==> config.mk <==
export PLATFORM = sky130hd
export DESIGN_NAME = alu_conv_unit_flat
export DESIGN_NICKNAME = d
export VERILOG_FILES = /design/src/rtl/alu_pkg.sv /design/src/rtl/alu_conv_unit_if.sv /design/src/rtl/alu_core.sv /design/src/rtl/alu_conv_unit.sv /design/src/flat_wrapper.sv
export SDC_FILE = /design/constraint.sdc
export NUM_CORES = 2
export LEC_CHECK = 0
export BUFFER_PORTS_ARGS = -buffer_cell sky130_fd_sc_hd__buf_2
export CAP_MARGIN = 5
export CORE_MARGIN = 5
export CORE_UTILIZATION = 40
export CTS_CLUSTER_SIZE = 12
export DETAILED_ROUTE_END_ITERATION = 8
export GPL_TIMING_DRIVEN = 0
export HOLD_SLACK_MARGIN = 0.1
export SYNTH_ARGS = -nofsm -noshare
export SYNTH_HDL_FRONTEND = slang
export SYNTH_SLANG_ARGS = --single-unit
==> constraint.sdc <==
create_clock -name clk -period 19.02 [get_ports clk]
set_clock_uncertainty 0.05 [all_clocks]
set_input_delay 1.902 -clock clk [delete_from_list [all_inputs] [get_ports clk]]
set_output_delay 1.902 -clock clk [all_outputs]
set_load 0.02 [all_outputs]
==> src/rtl/alu_pkg.sv <==
// Opcodes, flag bit positions and a width helper for the ALU / CONV execute unit.
package alu_pkg;

  localparam logic [2:0] ALU_ADD  = 3'b000;
  localparam logic [2:0] ALU_SUB  = 3'b001;
  localparam logic [2:0] ALU_AND  = 3'b010;
  localparam logic [2:0] ALU_OR   = 3'b011;
  localparam logic [2:0] ALU_XOR  = 3'b100;
  localparam logic [2:0] ALU_SLT  = 3'b101;
  localparam logic [2:0] ALU_SLTU = 3'b110;
  localparam logic [2:0] ALU_CONV = 3'b111;

  localparam int FLAG_V   = 0;
  localparam int FLAG_C   = 1;
  localparam int FLAG_Z   = 2;
  localparam int FLAG_N   = 3;
  localparam int FLAG_CNT = 4;

  function automatic int clog2(input int value);
    int r;
    r = 0;
    while ((1 << r) < value) r++;
    return r;
  endfunction

endpackage

==> src/rtl/alu_conv_unit_if.sv <==
// Operand/result handshake bundle between the execute stage and alu_conv_unit.
interface alu_conv_unit_if #(
  parameter int WIDTH = 32
);
  logic             in_valid;
  logic             in_ready;
  logic [2:0]       ALUControl;
  logic [WIDTH-1:0] A;
  logic [WIDTH-1:0] B;
  logic             res_valid;
  logic             res_ready;
  logic [WIDTH-1:0] Result;
  logic             OverFlow;
  logic             Carry;
  logic             Zero;
  logic             Negative;

  modport master (
    output in_valid, ALUControl, A, B, res_ready,
    input  in_ready, res_valid, Result, OverFlow, Carry, Zero, Negative
  );

  modport slave (
    input  in_valid, ALUControl, A, B, res_ready,
    output in_ready, res_valid, Result, OverFlow, Carry, Zero, Negative
  );
endinterface

==> src/rtl/alu_core.sv <==
// Combinational integer ALU: ADD/SUB/AND/OR/XOR/SLT/SLTU with V/C/Z/N flags.
module alu_core
  import alu_pkg::*;
#(
  parameter int WIDTH = 32
) (
  input  logic [2:0]          op_i,
  input  logic [WIDTH-1:0]    a_i,
  input  logic [WIDTH-1:0]    b_i,
  output logic [WIDTH-1:0]    result_o,
  output logic [FLAG_CNT-1:0] flags_o
);

  logic             sub_mode;
  logic [WIDTH-1:0] b_eff;
  logic [WIDTH-1:0] sum;
  logic             cout;
  logic             ovf;

  always_comb begin
    // SLT/SLTU reuse the subtractor so compare semantics track SUB exactly
    sub_mode     = (op_i == ALU_SUB) || (op_i == ALU_SLT) || (op_i == ALU_SLTU);
    b_eff        = sub_mode ? ~b_i : b_i;
    {cout, sum}  = {1'b0, a_i} + {1'b0, b_eff} + {{WIDTH{1'b0}}, sub_mode};
    ovf          = (a_i[WIDTH-1] == b_eff[WIDTH-1]) && (sum[WIDTH-1] != a_i[WIDTH-1]);

    result_o = '0;
    flags_o  = '0;
    case (op_i)
      ALU_ADD, ALU_SUB: begin
        result_o        = sum;
        flags_o[FLAG_V] = ovf;
        flags_o[FLAG_C] = cout;
      end
      ALU_AND:  result_o = a_i & b_i;
      ALU_OR:   result_o = a_i | b_i;
      ALU_XOR:  result_o = a_i ^ b_i;
      ALU_SLT:  result_o = {{(WIDTH-1){1'b0}}, sum[WIDTH-1] ^ ovf};
      ALU_SLTU: result_o = {{(WIDTH-1){1'b0}}, ~cout};
      default:  result_o = '0;
    endcase
    flags_o[FLAG_Z] = (result_o == '0);
    flags_o[FLAG_N] = result_o[WIDTH-1];
  end

endmodule

==> src/rtl/alu_conv_unit.sv <==
// Registered execute-stage ALU with a TAPS-beat signed MAC (CONV) mode behind a valid/ready handshake.
// One-entry output register; a new beat may be accepted in the cycle the held result is consumed.
module alu_conv_unit
  import alu_pkg::*;
#(
  parameter int WIDTH = 32,
  parameter int TAPS  = 9,
  parameter bit SAT   = 1'b1
) (
  input  logic            clk,
  input  logic            rst,
  alu_conv_unit_if.slave  bus,
  output logic            busy,
  output logic            conv_abort
);

  localparam int ACC_W = (TAPS > 1) ? 2*WIDTH + clog2(TAPS) : 2*WIDTH;
  localparam int CNT_W = (TAPS > 1) ? clog2(TAPS) : 1;
  localparam logic [CNT_W-1:0] LAST_TAP = CNT_W'(TAPS - 1);

  typedef enum logic {S_IDLE, S_ACCUM} state_e;

  state_e                     state_q, state_d;
  logic [CNT_W-1:0]           tap_cnt_q, tap_cnt_d;
  logic signed [ACC_W-1:0]    acc_q, acc_d;
  logic                       res_valid_q, res_valid_d;
  logic [WIDTH-1:0]           result_q, result_d;
  logic [FLAG_CNT-1:0]        flags_q, flags_d;
  logic                       abort_q, abort_d;

  logic [WIDTH-1:0]           core_res;
  logic [FLAG_CNT-1:0]        core_flags;
  logic signed [2*WIDTH-1:0]  prod;
  logic signed [ACC_W-1:0]    acc_base;
  logic signed [ACC_W-1:0]    acc_next;
  logic [ACC_W-WIDTH:0]       acc_hi;
  logic                       conv_ovf;
  logic [WIDTH-1:0]           conv_res;
  logic                       accept;
  logic                       is_conv;
  logic                       last_tap;

  alu_core #(.WIDTH(WIDTH)) u_core (
    .op_i     (bus.ALUControl),
    .a_i      (bus.A),
    .b_i      (bus.B),
    .result_o (core_res),
    .flags_o  (core_flags)
  );

  assign bus.in_ready = !res_valid_q || bus.res_ready;
  assign accept       = bus.in_valid && bus.in_ready;
  assign is_conv      = (bus.ALUControl == ALU_CONV);
  assign last_tap     = (tap_cnt_q == LAST_TAP);

  // Operands are sign-extended first so the low 2*WIDTH bits hold the exact signed product
  assign prod     = (2*WIDTH)'($signed(bus.A)) * (2*WIDTH)'($signed(bus.B));
  assign acc_base = (state_q == S_IDLE) ? '0 : acc_q;
  assign acc_next = acc_base + ACC_W'(prod);

  always_comb begin
    // In range iff every bit from WIDTH-1 upward matches the sign
    acc_hi   = acc_next[ACC_W-1:WIDTH-1];
    conv_ovf = !((&acc_hi) || !(|acc_hi));
    if (SAT && conv_ovf) begin
      conv_res = acc_next[ACC_W-1] ? {1'b1, {(WIDTH-1){1'b0}}} : {1'b0, {(WIDTH-1){1'b1}}};
    end else begin
      conv_res = acc_next[WIDTH-1:0];
    end
  end

  always_comb begin
    tap_cnt_d   = tap_cnt_q;
    acc_d       = acc_q;
    res_valid_d = res_valid_q && !bus.res_ready;
    result_d    = result_q;
    flags_d     = flags_q;
    abort_d     = 1'b0;

    if (accept) begin
      if (is_conv) begin
        acc_d = acc_next;
        if (last_tap) begin
          tap_cnt_d        = '0;
          res_valid_d      = 1'b1;
          result_d         = conv_res;
          flags_d          = '0;
          flags_d[FLAG_V]  = conv_ovf;
          flags_d[FLAG_Z]  = (conv_res == '0);
          flags_d[FLAG_N]  = conv_res[WIDTH-1];
        end else begin
          tap_cnt_d = tap_cnt_q + 1'b1;
        end
      end else begin
        abort_d     = (state_q == S_ACCUM);
        tap_cnt_d   = '0;
        acc_d       = '0;
        res_valid_d = 1'b1;
        result_d    = core_res;
        flags_d     = core_flags;
      end
    end

    state_d = (tap_cnt_d != '0) ? S_ACCUM : S_IDLE;
  end

  always_ff @(posedge clk) begin
    if (rst) begin
      state_q     <= S_IDLE;
      tap_cnt_q   <= '0;
      acc_q       <= '0;
      res_valid_q <= 1'b0;
      result_q    <= '0;
      flags_q     <= '0;
      abort_q     <= 1'b0;
    end else begin
      state_q     <= state_d;
      tap_cnt_q   <= tap_cnt_d;
      acc_q       <= acc_d;
      res_valid_q <= res_valid_d;
      result_q    <= result_d;
      flags_q     <= flags_d;
      abort_q     <= abort_d;
    end
  end

  assign bus.res_valid = res_valid_q;
  assign bus.Result    = result_q;
  assign bus.OverFlow  = flags_q[FLAG_V];
  assign bus.Carry     = flags_q[FLAG_C];
  assign bus.Zero      = flags_q[FLAG_Z];
  assign bus.Negative  = flags_q[FLAG_N];
  assign busy          = (tap_cnt_q != '0);
  assign conv_abort    = abort_q;

endmodule

==> src/flat_wrapper.sv <==
// flat-port wrapper written by rule: the top's interface ports become plain ports
module alu_conv_unit_flat import alu_pkg::*;
#(
  parameter int WIDTH = 32,
  parameter int TAPS  = 9,
  parameter bit SAT   = 1'b1
)
  (clk, rst, busy, conv_abort, bus_in_valid, bus_ALUControl, bus_A, bus_B, bus_res_ready, bus_in_ready, bus_res_valid, bus_Result, bus_OverFlow, bus_Carry, bus_Zero, bus_Negative);
  alu_conv_unit_if #(.WIDTH(WIDTH)) bus_i ();
  input  logic clk;
  input  logic rst;
  output logic busy;
  output logic conv_abort;
  input wire logic [$bits(bus_i.in_valid)-1:0] bus_in_valid;
  input wire logic [$bits(bus_i.ALUControl)-1:0] bus_ALUControl;
  input wire logic [$bits(bus_i.A)-1:0] bus_A;
  input wire logic [$bits(bus_i.B)-1:0] bus_B;
  input wire logic [$bits(bus_i.res_ready)-1:0] bus_res_ready;
  output wire logic [$bits(bus_i.in_ready)-1:0] bus_in_ready;
  output wire logic [$bits(bus_i.res_valid)-1:0] bus_res_valid;
  output wire logic [$bits(bus_i.Result)-1:0] bus_Result;
  output wire logic [$bits(bus_i.OverFlow)-1:0] bus_OverFlow;
  output wire logic [$bits(bus_i.Carry)-1:0] bus_Carry;
  output wire logic [$bits(bus_i.Zero)-1:0] bus_Zero;
  output wire logic [$bits(bus_i.Negative)-1:0] bus_Negative;
  assign bus_i.in_valid = bus_in_valid;
  assign bus_i.ALUControl = bus_ALUControl;
  assign bus_i.A = bus_A;
  assign bus_i.B = bus_B;
  assign bus_i.res_ready = bus_res_ready;
  assign bus_in_ready = bus_i.in_ready;
  assign bus_res_valid = bus_i.res_valid;
  assign bus_Result = bus_i.Result;
  assign bus_OverFlow = bus_i.OverFlow;
  assign bus_Carry = bus_i.Carry;
  assign bus_Zero = bus_i.Zero;
  assign bus_Negative = bus_i.Negative;
  alu_conv_unit #(.WIDTH(WIDTH), .TAPS(TAPS), .SAT(SAT)) u_core (.clk(clk), .rst(rst), .bus(bus_i), .busy(busy), .conv_abort(conv_abort));
endmodule
== After elaboration in Yosys (flattened, before gate mapping) ==
Cells that the tools add are included.

* Word-level logic and storage cells: 69
* Bits in registers: 111
* Input port bits: 71

* Bitwise logic cells: 7
* Multiply operators: 1
* Equal/unequal tests: 11
* Reductions and logical operators: 21
* Add/subtract/negate cells: 4
* Muxes and demuxes: 18

{| class="wikitable"
|+ Operators with widths
! cell !! count
|-
| $pmux 32 s6 || 1
|-
| $mux 32 || 5
|-
| $mux 68 || 2
|-
| $add 68x64->68 || 1
|-
| $logic_not 32->1 || 2
|-
| $mul 32x32->64 || 1
|-
| $reduce_and 37->1 || 1
|-
| $reduce_or 37->1 || 1
|-
| $add 32x32->33 || 1
|-
| $add 33x1->33 || 1
|-
| $and 32x32->32 || 1
|-
| $not 32->32 || 1
|-
| $or 32x32->32 || 1
|-
| $xor 32x32->32 || 1
|-
| $mux 4 || 5
|-
| $eq 3x3->1 const B || 4
|-
| $reduce_bool 4->1 || 2
|-
| $eq 3x2->1 const B || 2
|-
| $add 4x1->4 const B || 1
|-
| $eq 4x4->1 const B || 1
|-
| $logic_not 1->1 || 4
|-
| $logic_or 1x1->1 || 4
|-
| $mux 1 || 4
|-
| $eq 3x1->1 const B || 1
|-
| 11 further kinds || 14
|}

== Logic depth before layout (Yosys ltp) ==
* Depth in word-level cells: 12
* Depth in mapped cells: 36

== Hierarchy ==
From an unflattened synthesis, not the netlist that was laid out.

* Cell total of the unflattened synthesis: 5924
* Area total of the unflattened synthesis: 51713.3 um^2

{| class="wikitable"
|+ Modules (own cells, without submodules)
! module !! cells each !! seq. area each (um^2) !! instances !! area each (um^2)
|-
| alu_conv_unit || 5278 || 2222.1 || 1 || 47360.4
|-
| alu_core || 646 || 0.0 || 1 || 4352.9
|}

== Worst setup path before layout ==
No wires, ideal clock.

* Kind: input port to flip-flop
* Start: input bus_B[0]
* End: register u_core.result_q[23] (netlist: u_core.bus.Result[23])
* Data arrival time: 13433 ps
* Path slack: 5449 ps
* Library setup time: 88 ps
* Cell stages on the path: 32
* Required time: 18882 ps
* Path buffers: 3
* Path through: inv_1 > clkbuf_1 > nor2_1 > fa_1 > fa_1 > fa_1 > inv_1 > fa_1 > inv_1 > fa_1 > fa_1 > fa_1 > inv_1 > fa_1 > inv_1 > ha_1 > clkbuf_1 > nand4_1 > nor3_1 > a22oi_1 > a211oi_1 > o2111ai_1 > and3_1 > or4_1 > or4b_1 > nor4_1 > nand4b_1 > or4_4 > a21oi_4 > buf_6 > nand2_1 > a311oi_2

* Word-level cells in the longest chain between the ends: 8
* Elaborated cells on any way between the ends: 15

{| class="wikitable"
|+ Ends and longest elaborated chain
! item !! line !! text
|-
| from (decl) || flat_wrapper.sv:17 || <nowiki>input wire logic [$bits(bus_i.B)-1:0] bus_B;</nowiki>
|-
| $mul 32x32->64 || alu_conv_unit.sv:57 || <nowiki>assign prod = (2*WIDTH)'($signed(bus.A)) * (2*WIDTH)'($signed(bus.B));</nowiki>
|-
| $add 68x64->68 || alu_conv_unit.sv:59 || <nowiki>assign acc_next = acc_base + ACC_W'(prod);</nowiki>
|-
| $reduce_or 37->1 || alu_conv_unit.sv:64 || <nowiki>conv_ovf = !((&acc_hi) || !(|acc_hi));</nowiki>
|-
| $logic_not 1->1 || alu_conv_unit.sv:64 ||
|-
| $logic_or 1x1->1 || alu_conv_unit.sv:64 ||
|-
| $mux 32 || alu_conv_unit.sv:65 || <nowiki>if (SAT && conv_ovf) begin</nowiki>
|-
| $mux 32 || alu_conv_unit.sv:83 || <nowiki>if (last_tap) begin</nowiki>
|-
| $mux 32 * || alu_conv_unit.sv:81 || <nowiki>if (is_conv) begin</nowiki>
|-
| to (signal assigned) || alu_conv_unit.sv:121 || <nowiki>result_q <= result_d;</nowiki>
|-
| to (decl) || alu_conv_unit.sv:27 || <nowiki>logic [WIDTH-1:0] result_q, result_d;</nowiki>
|}

Every way passes the cells marked *; elsewhere a longest branch is shown, timed or not. The select of a mux whose other input is x is not followed.
A chain may end at the register's enable or synchronous reset.

== Worst setup path after layout ==
* Start: input bus_A[31]
* End: register u_core.result_q[23] (netlist: u_core.bus.Result[23])

* Word-level cells in the longest chain between the ends: 8
* Elaborated cells on any way between the ends: 10

{| class="wikitable"
|+ Ends and longest elaborated chain
! item !! line !! text
|-
| from (decl) || flat_wrapper.sv:16 || <nowiki>input wire logic [$bits(bus_i.A)-1:0] bus_A;</nowiki>
|-
| $mul 32x32->64 * || alu_conv_unit.sv:57 ||
|-
| $add 68x64->68 * || alu_conv_unit.sv:59 ||
|-
| $reduce_or 37->1 || alu_conv_unit.sv:64 ||
|-
| $logic_not 1->1 || alu_conv_unit.sv:64 ||
|-
| $logic_or 1x1->1 || alu_conv_unit.sv:64 ||
|-
| $mux 32 * || alu_conv_unit.sv:65 ||
|-
| $mux 32 * || alu_conv_unit.sv:83 ||
|-
| $mux 32 * || alu_conv_unit.sv:81 ||
|}

Marks and branches as above.

==> impl_metrics.env <==
export IMPL_cts_resized=0
export IMPL_met1_usage_pct=44.13
export IMPL_ys_flop_type="dfxtp_1"
export IMPL_async_reset_ff_share_pct=0
export IMPL_synth_nets=7242
export IMPL_cp_end_kind="register"
export IMPL_ant_nets=0
export IMPL_period_share_pct=79.17
export IMPL_cts_root_buf="clkbuf_16"
export IMPL_finalSetupViolations=0
export IMPL_rows=128
export IMPL_slew_viol_final=0
export IMPL_drt_first_pass_iters=6
export IMPL_crit_start="bus_A[31]"
export IMPL_dp_worst_setup_slack_ps=3735
export IMPL_clk_latency_ps=390
export IMPL_track_usage_pct=32.50
export IMPL_core_area_um2=121700
export IMPL_ys_ff_latch=110
export IMPL_ios=111
export IMPL_synth_distinct_cells=80
export IMPL_yosysSeqAreaShare_pct=4.492
export IMPL_rsz0062_at_grt="false"
export IMPL_worstPathArrival_ps=15240
export IMPL_r2r_start="u_core.state_q"
export IMPL_max_freq_ghz=0.06641
export IMPL_antenna_found_initial=10
export IMPL_via_per_inst=5.551
export IMPL_synth_edff_count=0
export IMPL_crit_required_ps=19200
export IMPL_max_stage_delay_ps=840
export IMPL_area_growth_pct=6.309
export IMPL_reg2reg_depth=34
export IMPL_outcome="finished, final reports clean"
export IMPL_clock_sinks=110
export IMPL_crit_slowest_cell="inv_1"
export IMPL_hold_violations=0
export IMPL_numCtsBuffers=9
export IMPL_cp_common_cell="fa_1"
export IMPL_grt_max_degree=26
export IMPL_hp_start="u_core.acc_q[67]"
export IMPL_fin_hold_ws_ps=415.4
export IMPL_port_buffers=109
export IMPL_route_vias_total=40880
export IMPL_tritoncts="built"
export IMPL_syn_inst=5594
export IMPL_layout_min_cycle_time_ps=15060
export IMPL_worst_pin_slew_ps=1455
export IMPL_grt_pass1_vias=41790
export IMPL_start_util_pct=40.28
export IMPL_grt_overflow_total=0
export IMPL_whs_path_depth=2
export IMPL_final_area_um2=52120
export IMPL_wl_per_cell_um=28.68
export IMPL_path_clk_slew_ps=100
export IMPL_dieWidth_um=360.1
export IMPL_place_gp_congestion=1.041
export IMPL_die_y_um=360.1
export IMPL_fill_cells=12470
export IMPL_grt_use_met2_pct=49.83
export IMPL_cts_htree_levels=3
export IMPL_cts_setup_buffers=0
export IMPL_drc=0
export IMPL_r2r_end="u_core.bus.Result[23]"
export IMPL_syn_area_per_cell_um2=8.764
export IMPL_final_nets=7370
export IMPL_yosys_warnings=0
export IMPL_dpl_cell_area_um2=51780
export IMPL_top_usage_layer="met2"
export IMPL_cp_max_fo=20
export IMPL_layout_setup_ws_ps=3962
export IMPL_hold_buffers=0
export IMPL_crit_type="in -> reg"
export IMPL_reg2reg_slack_ps=6820
export IMPL_fin_setup_tns_ps=0
export IMPL_place_hpwl_um=185100
export IMPL_clockBufferDepth=2
export IMPL_worstHoldPathType="reg -> reg"
export IMPL_worst_hold_path_endpoint="u_core.acc_q[67]"
export IMPL_drive_gt1_share_pct=3.091
export IMPL_relSlewSlack_pct=2.984
export IMPL_cap_violations=0
export IMPL_use_met3_pct=7.651
export IMPL_grt_pass1_wl_um=303300
export IMPL_die_area_um2=129700
export IMPL_cp_start_kind="primary input"
export IMPL_drt_iter0_markers=4185
export IMPL_synthesis_area_um2=49020
export IMPL_wl_um=211200
-- sequential cells by signal, indices dropped and copies added, names as in the netlist --
name / cells
u_core.acc_q: 68
u_core.bus.Result: 31
u_core.bus.res_valid: 1
u_core.conv_abort: 1
u_core.flags_q: 4
u_core.state_q: 1
u_core.tap_cnt_q: 4
-- cell usage after synthesis, types with 15 or more instances --
master,n,area [µm²]
dfxtp_1,110,2202
nand2_1,637,2391
fa_1,1253,25080
inv_1,1300,4880
o21bai_1,15,112.6
buf_1,58,217.7
ha_1,324,4054
nor2_1,713,2676
clkinv_1,26,97.59
nor3_1,30,150.1
nor4_1,15,93.84
a311oi_1,18,157.7
a21o_1,31,232.7
clkbuf_1,212,795.8
o21ai_0,88,440.4
nand4_1,37,231.5
nand3_1,34,170.2
xnor2_1,94,823.3
a211oi_1,29,217.7
and2_1,73,456.7
a22oi_1,65,488.0
o21a_1,19,142.6
xor2_1,40,350.3
a21oi_1,150,750.7
-- cell usage in the layout, fill, tap and decap left out, types with 13 or more instances in the layout --
cell type	count
nand3_1	34
ha_1	324
a22oi_1	65
dfxtp_1	110
o21a_1	19
nand2_1	637
buf_1	58
clkinv_1	26
inv_1	1298
a21o_1	31
nor4_1	15
o211ai_1	13
nor2_1	711
xnor2_1	94
o21bai_1	15
and2_1	73
clkbuf_1	210
o31ai_1	13
buf_2	117
a21oi_1	150
fa_1	1253
o21ai_0	88
a311oi_1	18
nor3_1	30
xor2_1	40
a211oi_1	29
nand4_1	37
-- kinds of logic (layout without fill, tap and decap cells) --
group                      Yosys count  after routing  synth area share (%)
AOI/OAI and AO/OA                  545            545                 7.506
buffers and inverters             1607           1740                 12.36
muxes                               11             11                0.2246
adders and majority gates         1577           1577                 59.44
DFF                                110            110                 4.492
and+or+nand+nor                   1610           1610                 13.59
other                                0             12                     0
xor gates and xnor gates           134            134                 2.394
-- final cells by class --
| cell class | count | area, µm² | area share [%] |
|---|---|---|---|
| clock buffers | 9 | 225.2 | 0.4321 |
| multi-input cells | 3877 | 40780 | 78.24 |
| repair buffers | 117 | 705.7 | 1.354 |
| diodes | 12 | 30.03 | 0.05762 |
| inverters | 1327 | 4981 | 9.558 |
| well taps | 1625 | 2033 | 3.901 |
| flip-flops and latches | 110 | 2202 | 4.225 |
| clock inverters | 7 | 81.33 | 0.1561 |
| plain buffers | 280 | 1081 | 2.074 |
-- how the worst max path moves through the flow --
stage / to / cells past startpoint / slack (ps)
floorplan: u_core.bus.Result[23] / 32 / 5450
global placement: u_core.bus.Result[24] / 32 / 1700
detailed placement: u_core.bus.Result[23] / 35 / 3730
CTS: u_core.bus.Result[23] / 35 / 4100
global route: u_core.bus.Result[0] / 35 / 3500
finish: u_core.bus.Result[23] / 35 / 3960
-- critical path, delay by kind of cell --
kind                       cells  cell delay [ps]
buffers and inverters         12             4020
and+or+nand+nor               10             3970
AOI/OAI and AO/OA              4             1020
adders and majority gates      9             4280
-- routing by layer --
metal  up-vias  wire, µm
met2      2273     92340
li1      16930         -
met4         8     12390
met3       471     21400
met1     21190     84960
met5         -       110
-- per-stage QoR --
stage / std cells / util [%]
floorplan: 5594 / -
global placement: 7328 / 42.40
detailed placement: 7336 / 42.54
CTS: 7352 / 42.79
global route: 7352 / 42.79
finish: 7364 / 42.82
Power is not shown: default switching activity piles up to over one toggle a cycle in this logic, so the estimate is an artifact.
